<file path="src/rtl/cpu_ctrl_pkg.sv">
// Shared encodings for the multicycle CPU control path: opcodes, FSM states, mux selects.
// States 11/12 are only reachable when MULTICYCLE_ADDI_EN is defined.
package cpu_ctrl_pkg;

    localparam int unsigned OP_W    = 6;
    localparam int unsigned STATE_W = 4;

    localparam logic [OP_W-1:0] OP_RTYPE = 6'b000000;
    localparam logic [OP_W-1:0] OP_LW    = 6'b100011;
    localparam logic [OP_W-1:0] OP_SW    = 6'b101011;
    localparam logic [OP_W-1:0] OP_BEQ   = 6'b000100;
    localparam logic [OP_W-1:0] OP_J     = 6'b000010;
    localparam logic [OP_W-1:0] OP_ADDI  = 6'b001000;

    localparam logic [1:0] ALU_SRC_B_REG     = 2'b00;
    localparam logic [1:0] ALU_SRC_B_FOUR    = 2'b01;
    localparam logic [1:0] ALU_SRC_B_IMM     = 2'b10;
    localparam logic [1:0] ALU_SRC_B_IMM_SH2 = 2'b11;

    localparam logic [1:0] ALU_OP_ADD   = 2'b00;
    localparam logic [1:0] ALU_OP_SUB   = 2'b01;
    localparam logic [1:0] ALU_OP_FUNCT = 2'b10;

    localparam logic [1:0] PC_SRC_ALU    = 2'b00;
    localparam logic [1:0] PC_SRC_ALUOUT = 2'b01;
    localparam logic [1:0] PC_SRC_JUMP   = 2'b10;

    typedef enum logic [STATE_W-1:0] {
        S_IDLE      = STATE_W'(0),
        S_FETCH     = STATE_W'(1),
        S_DECODE    = STATE_W'(2),
        S_MEM_ADDR  = STATE_W'(3),
        S_MEM_READ  = STATE_W'(4),
        S_MEM_WB    = STATE_W'(5),
        S_MEM_WRITE = STATE_W'(6),
        S_EXECUTE   = STATE_W'(7),
        S_R_WB      = STATE_W'(8),
        S_BRANCH    = STATE_W'(9),
        S_JUMP      = STATE_W'(10),
        S_ADDI_EX   = STATE_W'(11),
        S_ADDI_WB   = STATE_W'(12)
    } state_t;

    typedef struct packed {
        logic       pc_write;
        logic       pc_write_cond;
        logic       i_or_d;
        logic       mem_read;
        logic       mem_write;
        logic       ir_write;
        logic       reg_dst;
        logic       mem_to_reg;
        logic       reg_write;
        logic       alu_src_a;
        logic [1:0] alu_src_b;
        logic [1:0] alu_op;
        logic [1:0] pc_source;
    } ctrl_word_t;

endpackage

</file>
<file path="src/rtl/ctrl_out_decode.sv">
// Combinational control-word decoder: registered state (plus mem_ready for fetch) -> datapath controls.
// ADDI states decode only when MULTICYCLE_ADDI_EN is defined.
module ctrl_out_decode
    import cpu_ctrl_pkg::*;
(
    input  state_t     i_state,
    input  logic       i_mem_ready,
    output ctrl_word_t o_ctrl
);

    always_comb begin
        o_ctrl = '0;
        case (i_state)
            S_FETCH: begin
                o_ctrl.mem_read  = 1'b1;
                o_ctrl.alu_src_b = ALU_SRC_B_FOUR;
                o_ctrl.alu_op    = ALU_OP_ADD;
                o_ctrl.pc_source = PC_SRC_ALU;
                // IR and PC load only on the cycle the instruction word actually arrives
                o_ctrl.ir_write  = i_mem_ready;
                o_ctrl.pc_write  = i_mem_ready;
            end
            S_DECODE: begin
                o_ctrl.alu_src_b = ALU_SRC_B_IMM_SH2;
                o_ctrl.alu_op    = ALU_OP_ADD;
            end
            S_MEM_ADDR: begin
                o_ctrl.alu_src_a = 1'b1;
                o_ctrl.alu_src_b = ALU_SRC_B_IMM;
                o_ctrl.alu_op    = ALU_OP_ADD;
            end
            S_MEM_READ: begin
                o_ctrl.mem_read = 1'b1;
                o_ctrl.i_or_d   = 1'b1;
            end
            S_MEM_WB: begin
                o_ctrl.reg_write  = 1'b1;
                o_ctrl.mem_to_reg = 1'b1;
            end
            S_MEM_WRITE: begin
                o_ctrl.mem_write = 1'b1;
                o_ctrl.i_or_d    = 1'b1;
            end
            S_EXECUTE: begin
                o_ctrl.alu_src_a = 1'b1;
                o_ctrl.alu_src_b = ALU_SRC_B_REG;
                o_ctrl.alu_op    = ALU_OP_FUNCT;
            end
            S_R_WB: begin
                o_ctrl.reg_write = 1'b1;
                o_ctrl.reg_dst   = 1'b1;
            end
            S_BRANCH: begin
                o_ctrl.alu_src_a     = 1'b1;
                o_ctrl.alu_src_b     = ALU_SRC_B_REG;
                o_ctrl.alu_op        = ALU_OP_SUB;
                o_ctrl.pc_write_cond = 1'b1;
                o_ctrl.pc_source     = PC_SRC_ALUOUT;
            end
            S_JUMP: begin
                o_ctrl.pc_write  = 1'b1;
                o_ctrl.pc_source = PC_SRC_JUMP;
            end
`ifdef MULTICYCLE_ADDI_EN
            S_ADDI_EX: begin
                o_ctrl.alu_src_a = 1'b1;
                o_ctrl.alu_src_b = ALU_SRC_B_IMM;
                o_ctrl.alu_op    = ALU_OP_ADD;
            end
            S_ADDI_WB: begin
                o_ctrl.reg_write = 1'b1;
            end
`endif
            default: o_ctrl = '0;
        endcase
    end

endmodule

</file>
<file path="src/rtl/multicycle_control.sv">
// Multicycle CPU control FSM: state register, next-state logic and Mealy qualifiers.
// Define MULTICYCLE_ADDI_EN to add the ADDI execute/writeback states.
module multicycle_control
    import cpu_ctrl_pkg::*;
(
    input  logic               clk,
    input  logic               rst_n,
    input  logic [OP_W-1:0]    opcode,
    input  logic               zero,
    input  logic               mem_ready,
    output logic               pc_write,
    output logic               pc_write_cond,
    output logic               pc_en,
    output logic               i_or_d,
    output logic               mem_read,
    output logic               mem_write,
    output logic               ir_write,
    output logic               reg_dst,
    output logic               mem_to_reg,
    output logic               reg_write,
    output logic               alu_src_a,
    output logic [1:0]         alu_src_b,
    output logic [1:0]         alu_op,
    output logic [1:0]         pc_source,
    output logic               illegal_op,
    output logic [STATE_W-1:0] state
);

    state_t     r_state;
    state_t     w_next_state;
    logic       w_illegal;
    ctrl_word_t w_ctrl;

    always_ff @(posedge clk or negedge rst_n) begin
        if (!rst_n) begin
            r_state <= S_IDLE;
        end else begin
            r_state <= w_next_state;
        end
    end

    // Opcode is only trusted in DECODE and MEM_ADDR, where the IR is stable
    always_comb begin
        w_next_state = r_state;
        w_illegal    = 1'b0;
        case (r_state)
            S_IDLE:  w_next_state = S_FETCH;
            S_FETCH: if (mem_ready) w_next_state = S_DECODE;
            S_DECODE: begin
                case (opcode)
                    OP_LW, OP_SW: w_next_state = S_MEM_ADDR;
                    OP_RTYPE:     w_next_state = S_EXECUTE;
                    OP_BEQ:       w_next_state = S_BRANCH;
                    OP_J:         w_next_state = S_JUMP;
`ifdef MULTICYCLE_ADDI_EN
                    OP_ADDI:      w_next_state = S_ADDI_EX;
`endif
                    default: begin
                        w_next_state = S_FETCH;
                        w_illegal    = 1'b1;
                    end
                endcase
            end
            S_MEM_ADDR: begin
                if (opcode == OP_LW) begin
                    w_next_state = S_MEM_READ;
                end else if (opcode == OP_SW) begin
                    w_next_state = S_MEM_WRITE;
                end else begin
                    w_next_state = S_FETCH;
                end
            end
            S_MEM_READ:  if (mem_ready) w_next_state = S_MEM_WB;
            S_MEM_WB:    w_next_state = S_FETCH;
            S_MEM_WRITE: if (mem_ready) w_next_state = S_FETCH;
            S_EXECUTE:   w_next_state = S_R_WB;
            S_R_WB:      w_next_state = S_FETCH;
            S_BRANCH:    w_next_state = S_FETCH;
            S_JUMP:      w_next_state = S_FETCH;
`ifdef MULTICYCLE_ADDI_EN
            S_ADDI_EX:   w_next_state = S_ADDI_WB;
            S_ADDI_WB:   w_next_state = S_FETCH;
`endif
            default:     w_next_state = S_FETCH;
        endcase
    end

    ctrl_out_decode u_ctrl_out_decode (
        .i_state     (r_state),
        .i_mem_ready (mem_ready),
        .o_ctrl      (w_ctrl)
    );

    assign pc_write      = w_ctrl.pc_write;
    assign pc_write_cond = w_ctrl.pc_write_cond;
    assign pc_en         = w_ctrl.pc_write | (w_ctrl.pc_write_cond & zero);
    assign i_or_d        = w_ctrl.i_or_d;
    assign mem_read      = w_ctrl.mem_read;
    assign mem_write     = w_ctrl.mem_write;
    assign ir_write      = w_ctrl.ir_write;
    assign reg_dst       = w_ctrl.reg_dst;
    assign mem_to_reg    = w_ctrl.mem_to_reg;
    assign reg_write     = w_ctrl.reg_write;
    assign alu_src_a     = w_ctrl.alu_src_a;
    assign alu_src_b     = w_ctrl.alu_src_b;
    assign alu_op        = w_ctrl.alu_op;
    assign pc_source     = w_ctrl.pc_source;
    assign illegal_op    = w_illegal;
    assign state         = r_state;

endmodule

</file>
<file path="config.mk">
export PLATFORM = sky130hd
export DESIGN_NAME = multicycle_control
export DESIGN_NICKNAME = d
export VERILOG_FILES = /design/src/rtl/cpu_ctrl_pkg.sv /design/src/rtl/ctrl_out_decode.sv /design/src/rtl/multicycle_control.sv
export SDC_FILE = /design/constraint.sdc
export NUM_CORES = 1
export LEC_CHECK = 0
export CORE_MARGIN = 3
export CORE_UTILIZATION = 38
export DETAILED_ROUTE_END_ITERATION = 8
export GPL_ROUTABILITY_DRIVEN = 0
export GPL_TIMING_DRIVEN = 0
export HOLD_SLACK_MARGIN = 0.15
export PLACE_DENSITY = 0.92
export SYNTH_ARGS = -nofsm -noshare
export SYNTH_HDL_FRONTEND = slang
export SYNTH_SLANG_ARGS = --single-unit
</file>
<file path="constraint.sdc">
create_clock -name clk -period 3.65 [get_ports clk]
set_input_delay 0.9125 -clock clk [delete_from_list [all_inputs] [get_ports clk]]
set_output_delay 0.9125 -clock clk [all_outputs]
set_load 0.005 [all_outputs]
</file>
# [Word level (Yosys, flattened, before mapping)]
# Cells that the tools add are included.
[op_classes] addsub=0 n_bitwise=2 muxes=21 n_lt_le_gt_ge=0 shift=0 reduce_logical=8 mul=0 div=0 eq_ne=17
[ops] operator="$pmux W4 S6" count=1
[ops] operator="$pmux W4 S5" count=1
[ops] operator="$eq A4 B3 Y1 const B" count=4
[ops] operator="$pmux W4 S4" count=1
[ops] operator="$eq A4 B4 Y1 const B" count=3
[ops] operator="$eq A6 B6 Y1 const B" count=2
[ops] operator="$mux W4" count=3
[ops] operator="$mux W1" count=11
[ops] operator="$eq A4 B2 Y1 const B" count=2
[ops] operator="$reduce_or A2 Y1" count=4
[ops] operator="$eq A6 B2 Y1 const B" count=1
[ops] operator="$eq A6 B3 Y1 const B" count=1
[ops] operator="$logic_not A6 Y1" count=1
[ops] operator="$mux W3" count=2
[ops] operator="$ne A2 B2 Y1 const B" count=3
[ops] operator="$reduce_or A5 Y1" count=1
[ops] operator="$eq A4 B1 Y1 const B" count=1
[ops] operator="$pmux W2 S2" count=1
[ops] operator="$reduce_and A3 Y1" count=1
[ops] operator="$reduce_or A3 Y1" count=1
[ops] operator="$pmux W1 S2" count=1
[ops] operator="$and A1 B1 Y1" count=1
[ops] operator="$or A1 B1 Y1" count=1
[totals] out_inout_bits=22 ram_bits=0 mem_count=0 elab_cells=49 mem_bits_ro=0 input_bits=10 reg_bits=4 latchBits=0

# [Longest topological paths before layout]
# Gate-level depths: netlist of the first run.
[depth] ltp_word=4 depth_mapped=5 mapped_depth_nobuf=4

# [Modules after synthesis]
# From an unflattened synthesis of the first run, not the netlist that was laid out.
[hier_totals] hier_cells=84 hier_area_um2=606.8
[by_module_without_submodules] mod="multicycle_control" seq_area_each_um2=100.1 instances=1 area_per_inst_um2=387.9 cells_each=52
[by_module_without_submodules] mod="ctrl_out_decode" seq_area_each_um2=0.0 instances=1 area_per_inst_um2=219.0 cells_each=32

# [Worst setup path after synthesis of the first run]
# Ideal clock, no wire load.
[synth_timing] path_kind="input to output" from="input mem_ready" to="output pc_en" arrival_time_ns=1.456 cell_stages=4 n_path_buf=0 setup_slack_ns=1.282 required_ns=2.738 path_cell_list="inv_1 -> nor3_1 -> or2_1 -> a21o_1"
[synth_via] elab_chain_len=2
[synth_rtl] item="from (decl)" line="multicycle_control.sv:10" rtl="input logic mem_ready,"
[synth_rtl] item="$pmux W1 S2" line="ctrl_out_decode.sv:13" rtl="case (i_state)"
[synth_rtl] item="named net pc_write" line="multicycle_control.sv:11" rtl="output logic pc_write,"
[synth_rtl] item="$or A1 B1 Y1" line="multicycle_control.sv:96" rtl="assign pc_en = w_ctrl.pc_write | (w_ctrl.pc_write_cond & zero);"
[synth_rtl] item="to (decl)" line="multicycle_control.sv:13" rtl="output logic pc_en,"
# The timed path passes the listed nets, and every way through them passes these cells.

# [Worst setup path after layout of the first run]
[layout_timing] from="input mem_ready" to="output pc_en"
[layout_via] elab_chain_len=2
[layout_rtl] item="$pmux W1 S2" line="ctrl_out_decode.sv:13"
[layout_rtl] item="$or A1 B1 Y1" line="multicycle_control.sv:96"
# No other way between the ends.

==> results of run 1 <==
## cells in the mapped netlist (3+ instances only)
cell,number
nand2b_1,4
nand3_1,3
nor2_1,9
nand2_1,4
dfrtp_1,4
nor3_1,4
a21oi_1,5
## routing by layer
metal | vias up | share of wire [%] | GRT usage (%)
li1 | 325 | - | -
met1 | 293 | 39 | 21.86
met2 | 33 | 52 | 30.54
met3 | 0 | 8.1 | 6.356
met4 | 0 | 0 | 1.863
met5 | - | 0 | 0
## worst max-delay path, cell delays in order
cell	delay, ns
clkdlybuf4s50_1	0.61
inv_1	0.09
nor3_1	0.23
or2_1	0.16
a21o_1	0.09
clkdlybuf4s50_1	0.50
## logic make-up after synthesis
family | synth area share [%]
flip-flops | 19.37
AND/OR/NAND/NOR | 39.47
multiplexers | 4.116
AO/OA/AOI/OAI | 24.69
XOR/XNOR | 3.390
buffers and inverters | 8.958
## worst max-delay path by stage
stage,end,slack (ns)
final,pc_en,0.15
after global routing,pc_en,0.007
after CTS,pc_en,0.17
after detailed placement,pc_en,0.17
after global placement,pc_en,0.20
after floorplan,pc_en,1.28
## where the power goes
group	switching, mW	internal (mW)
sequential	0.0193	0.0542
clock	0.0167	0.0367
combinational	0.114	0.154
## area by class of cell
class                   count  area share (%)
multi-input cells          59           42.71
well taps                  14           2.020
inverters                   2          0.8658
flip-flops and latches      4           11.54
repair buffers             31           35.79
clock buffers               3           2.597
plain buffers               5           4.473
==> results.toml, run 1 <==
[grt]
grt_pass1_wl_um = 2559
track_usage_pct = 17.86
antenna_found_initial = 0
grt_max_degree = 11
grt_overflow = 0
grt_pass1_vias = 577

[floorplanning]
die_w_um = 42.88
rows = 12
die_area_um2 = 1838
start_util_pct = 43.57
pin_count = 32
fp.dieH_um = 42.88
core_area_um2 = 1186

[drt]
vias = 651
ant_nets = 0
totalWireLength_um = 1599
vias_per_cell = 5.517
drt-pass1-iter-count = 4
drc = 0
wl_per_cell_um = 13.55
drt_iter0_drc = 31

[final_layout]
mostFrequentLayoutCells = "clkdlybuf4s50_1 (31), nor2_1 (9), a21oi_1 (5)"
seqCellArea_um2 = 100.1
nets = 116
final_area_um2 = 867.1
utilization_pct = 73.10
finalNonFillerCells = 118
final_common_cell = "clkdlybuf4s50_1"
drive_gt1_share_pct = 12.50
antennaDiodeCount = 0
multi_input_area_um2 = 370.4
largest_register_ffs = 4
syn2layout_area_growth_pct = 67.80
nFillCells = 98

[critical_path]
r2r_end = "state[1]"
worstPathArrival_ns = 2.59
rrSetupSlack_ns = 1.98
critPathMaxFanout = 7
criticalPathCategory = "input port to output port"
rr_startpoint = "state[0]"
cp-end-kind = "output port"
startpoint = "mem_ready"
startpoint_type = "input port"
rr_worst_depth = 4
cp.required_ns = 2.74

[pwr]
leakage_nw = 0.3233
irDropWorstVdd_uv = 394.7
power.density_nw_per_um2 = 455.4
power_uw = 394.9

[cts]
cts_tree = "built"
cts-resized-gates = 0
cts.sinks = 4
clk_pin_slew_ns = 0.04
post-cts-setup-buffers = 0
clk_path_buf_depth = 2
cts-hold-fix-buffers = 0
cts-buffers-inserted = 3
htree_levels = 1
clock_latency_ns = 0.23
clockRootBuffer = "clkbuf_4"

[timing]
worstMarginPinSlew_ns = 0.5163
max_slew_margin_pct = 65.26
fin_ws_ns = 0.1500
rsz0062_at_grt = "no"
setup_violations = 0
fmax_mhz = 285.7
clock_skew_ns = 0.005124
finalHoldViolations = 0
hold_ws_ns = 0.5760
drv_slew = 0
fin_crit_sh_pct = 95.89
period_needed_ns = 3.500
setup_tns_ns = 0

[synth]
synth_seq_cells = 4
synth_top_cell_area_share_pct = 19.37
syn_inst = 70
yosys.area.top_type = "dfrtp_1"
yosysWarnings = 0
synth_nets = 80
avgSynthCellArea_um2 = 7.382
ys_types = 35
netlist_area_um2 = 516.7
synthArstFlopShare_pct = 100.0
synth_edf_count = 0
synth_flop_cell = "dfrtp_1"
synth.area.top_cells = "dfrtp_1 (19%), nor2_1 (6.5%), a21oi_1 (4.8%)"
ys_seq_area_share_pct = 19.37

[hold_path]
hp-class = "flop to flop"
hp-start = "state[3]"
holdPathEnd = "state[1]"
hold_depth = 2

[placed_design]
dpl.hpwl_um = 1295
place_ws_ns = 0.1743
dp.cells = 115
port_buffers = 31
place_area_um2 = 844.6

[job]
cap_viol_max_count = 0

[status]
status = "complete, no violations"
Power figures use the tool's default switching activity.
==> run 2, diff against run 1 <==
--- a/config.mk
+++ b/config.mk
@@ -12,6 +12,7 @@
 export GPL_TIMING_DRIVEN = 0
 export HOLD_SLACK_MARGIN = 0.15
 export PLACE_DENSITY = 0.92
+export SKIP_LAST_GASP = 1
 export SYNTH_ARGS = -nofsm -noshare
 export SYNTH_HDL_FRONTEND = slang
 export SYNTH_SLANG_ARGS = --single-unit
==> results of run 2 <==
Final layout, timing and power as in run 1 (identical DEF).
==> run 3, diff against run 2 <==
--- a/config.mk
+++ b/config.mk
@@ -11,7 +11,7 @@
 export GPL_ROUTABILITY_DRIVEN = 0
 export GPL_TIMING_DRIVEN = 0
 export HOLD_SLACK_MARGIN = 0.15
-export PLACE_DENSITY = 0.92
+export PLACE_DENSITY = 0.9
 export SKIP_LAST_GASP = 1
 export SYNTH_ARGS = -nofsm -noshare
 export SYNTH_HDL_FRONTEND = slang
==> results.toml, run 3 (synthesis gave the netlist of run 1 again) <==
[grt]
grt_pass1_vias = 546
track_usage_pct = 16.68
grt_pass1_wl_um = 2394
grt_overflow = 0
antenna_found_initial = 0
grt_max_degree = 11

[final_layout]
utilization_pct = 73.10
drive_gt1_share_pct = 12.50
finalNonFillerCells = 118
syn2layout_area_growth_pct = 67.80
largest_register_ffs = 4
final_common_cell = "clkdlybuf4s50_1"
final_area_um2 = 867.1
nets = 116
antennaDiodeCount = 0
mostFrequentLayoutCells = "clkdlybuf4s50_1 (31), nor2_1 (9), a21oi_1 (5)"

[placed_design]
port_buffers = 31
place_ws_ns = 0.1730
dpl.hpwl_um = 1276
place_area_um2 = 844.6
dp.cells = 115

[cts]
cts.sinks = 4
cts-buffers-inserted = 3
clockRootBuffer = "clkbuf_4"
cts-hold-fix-buffers = 0
htree_levels = 1
clk_path_buf_depth = 2
clk_pin_slew_ns = 0.04
cts_tree = "built"
cts-resized-gates = 0
post-cts-setup-buffers = 0
clock_latency_ns = 0.23

[critical_path]
startpoint_type = "input port"
path_common_cell = "clkdlybuf4s50_1"
r2r_end = "state[1]"
cp_slowest_cell = "clkdlybuf4s50_1"
cpPeakStageDelay_ns = 0.59
cp.required_ns = 2.74
rrSetupSlack_ns = 1.96
crit_buf_inv = 3
worstPathArrival_ns = 2.58
rr_worst_depth = 5
critPathTopFamily = "buffers and inverters"
critPathMaxFanout = 7
rr_startpoint = "state[3]"
worstPathCellList = "clkdlybuf4s50_1, inv_1, nor3_1, or2_1, a21o_1, clkdlybuf4s50_1"
criticalPathCategory = "input port to output port"
cp-end-kind = "output port"

[timing]
drv_slew = 0
max_slew_margin_pct = 67.87
rsz0062_at_grt = "no"
setup_tns_ns = 0
setup_violations = 0
worstMarginPinSlew_ns = 0.4775
fmax_mhz = 286.5
finalHoldViolations = 0
hold_ws_ns = 0.6127
fin_crit_sh_pct = 95.62
period_needed_ns = 3.490
clock_skew_ns = 0.004129
fin_ws_ns = 0.1600

[drt]
drt_iter0_drc = 20
ant_nets = 0
totalWireLength_um = 1588
drt-pass1-iter-count = 4
vias = 649
drc = 0
vias_per_cell = 5.500
wl_per_cell_um = 13.46

[floorplanning]
fp.dieH_um = 42.88
die_area_um2 = 1838
pin_count = 32
core_area_um2 = 1186
die_w_um = 42.88
rows = 12
start_util_pct = 43.57

[pwr]
leakage_nw = 0.3233
irDropWorstVdd_uv = 320.9
power.density_nw_per_um2 = 454.2
power_uw = 393.8

[hold_path]
hp-class = "flop to flop"
hp-start = "state[3]"
holdPathEnd = "state[1]"
hold_depth = 2

[job]
cap_viol_max_count = 0

[status]
status = "complete, no violations"
[run 3: per-layer routing]
metal	GRT usage, %	routed length [um]
met5	0	0
met4	3.727	0
met3	5.085	70
met2	26.95	821
met1	21.46	696
[run 3: where the power goes]
part	internal [mW]	total [mW]	switching [mW]	leakage (nW)
registers	0.0541	0.0734	0.0193	0.0523
logic	0.154	0.266	0.112	0.257
clock network	0.0367	0.0543	0.0175	0.0138
total	0.245	0.394	0.149	0.323
[run 3: layout make-up]
type	count	area (um2)
clock buffers	3	22.52
flip-flops and latches	4	100.1
well taps	14	17.52
inverters	2	7.507
multi-input cells	59	370.4
repair buffers	31	310.3
fillers	95	319.1
plain buffers	5	38.79
[run 3: how the worst max path moves through the flow]
stage	startpoint	endpoint	slack, ns	cells past startpoint
6_report	mem_ready	pc_en	0.16	6
5_1_grt	mem_ready	pc_en	0.05	6
4_1_cts	mem_ready	pc_en	0.16	6
3_5_place_dp	mem_ready	pc_en	0.17	6
3_3_place_gp	mem_ready	pc_en	0.17	6
2_1_floorplan	mem_ready	pc_en	1.28	4
[run 3: tightest hold or removal path, delay by kind of cell (launching register included)]
family / cells / cell delay, ns
AO/OA/AOI/OAI: 1 / 0.04
flip-flops: 1 / 0.37
buffers and inverters: 1 / 0.15
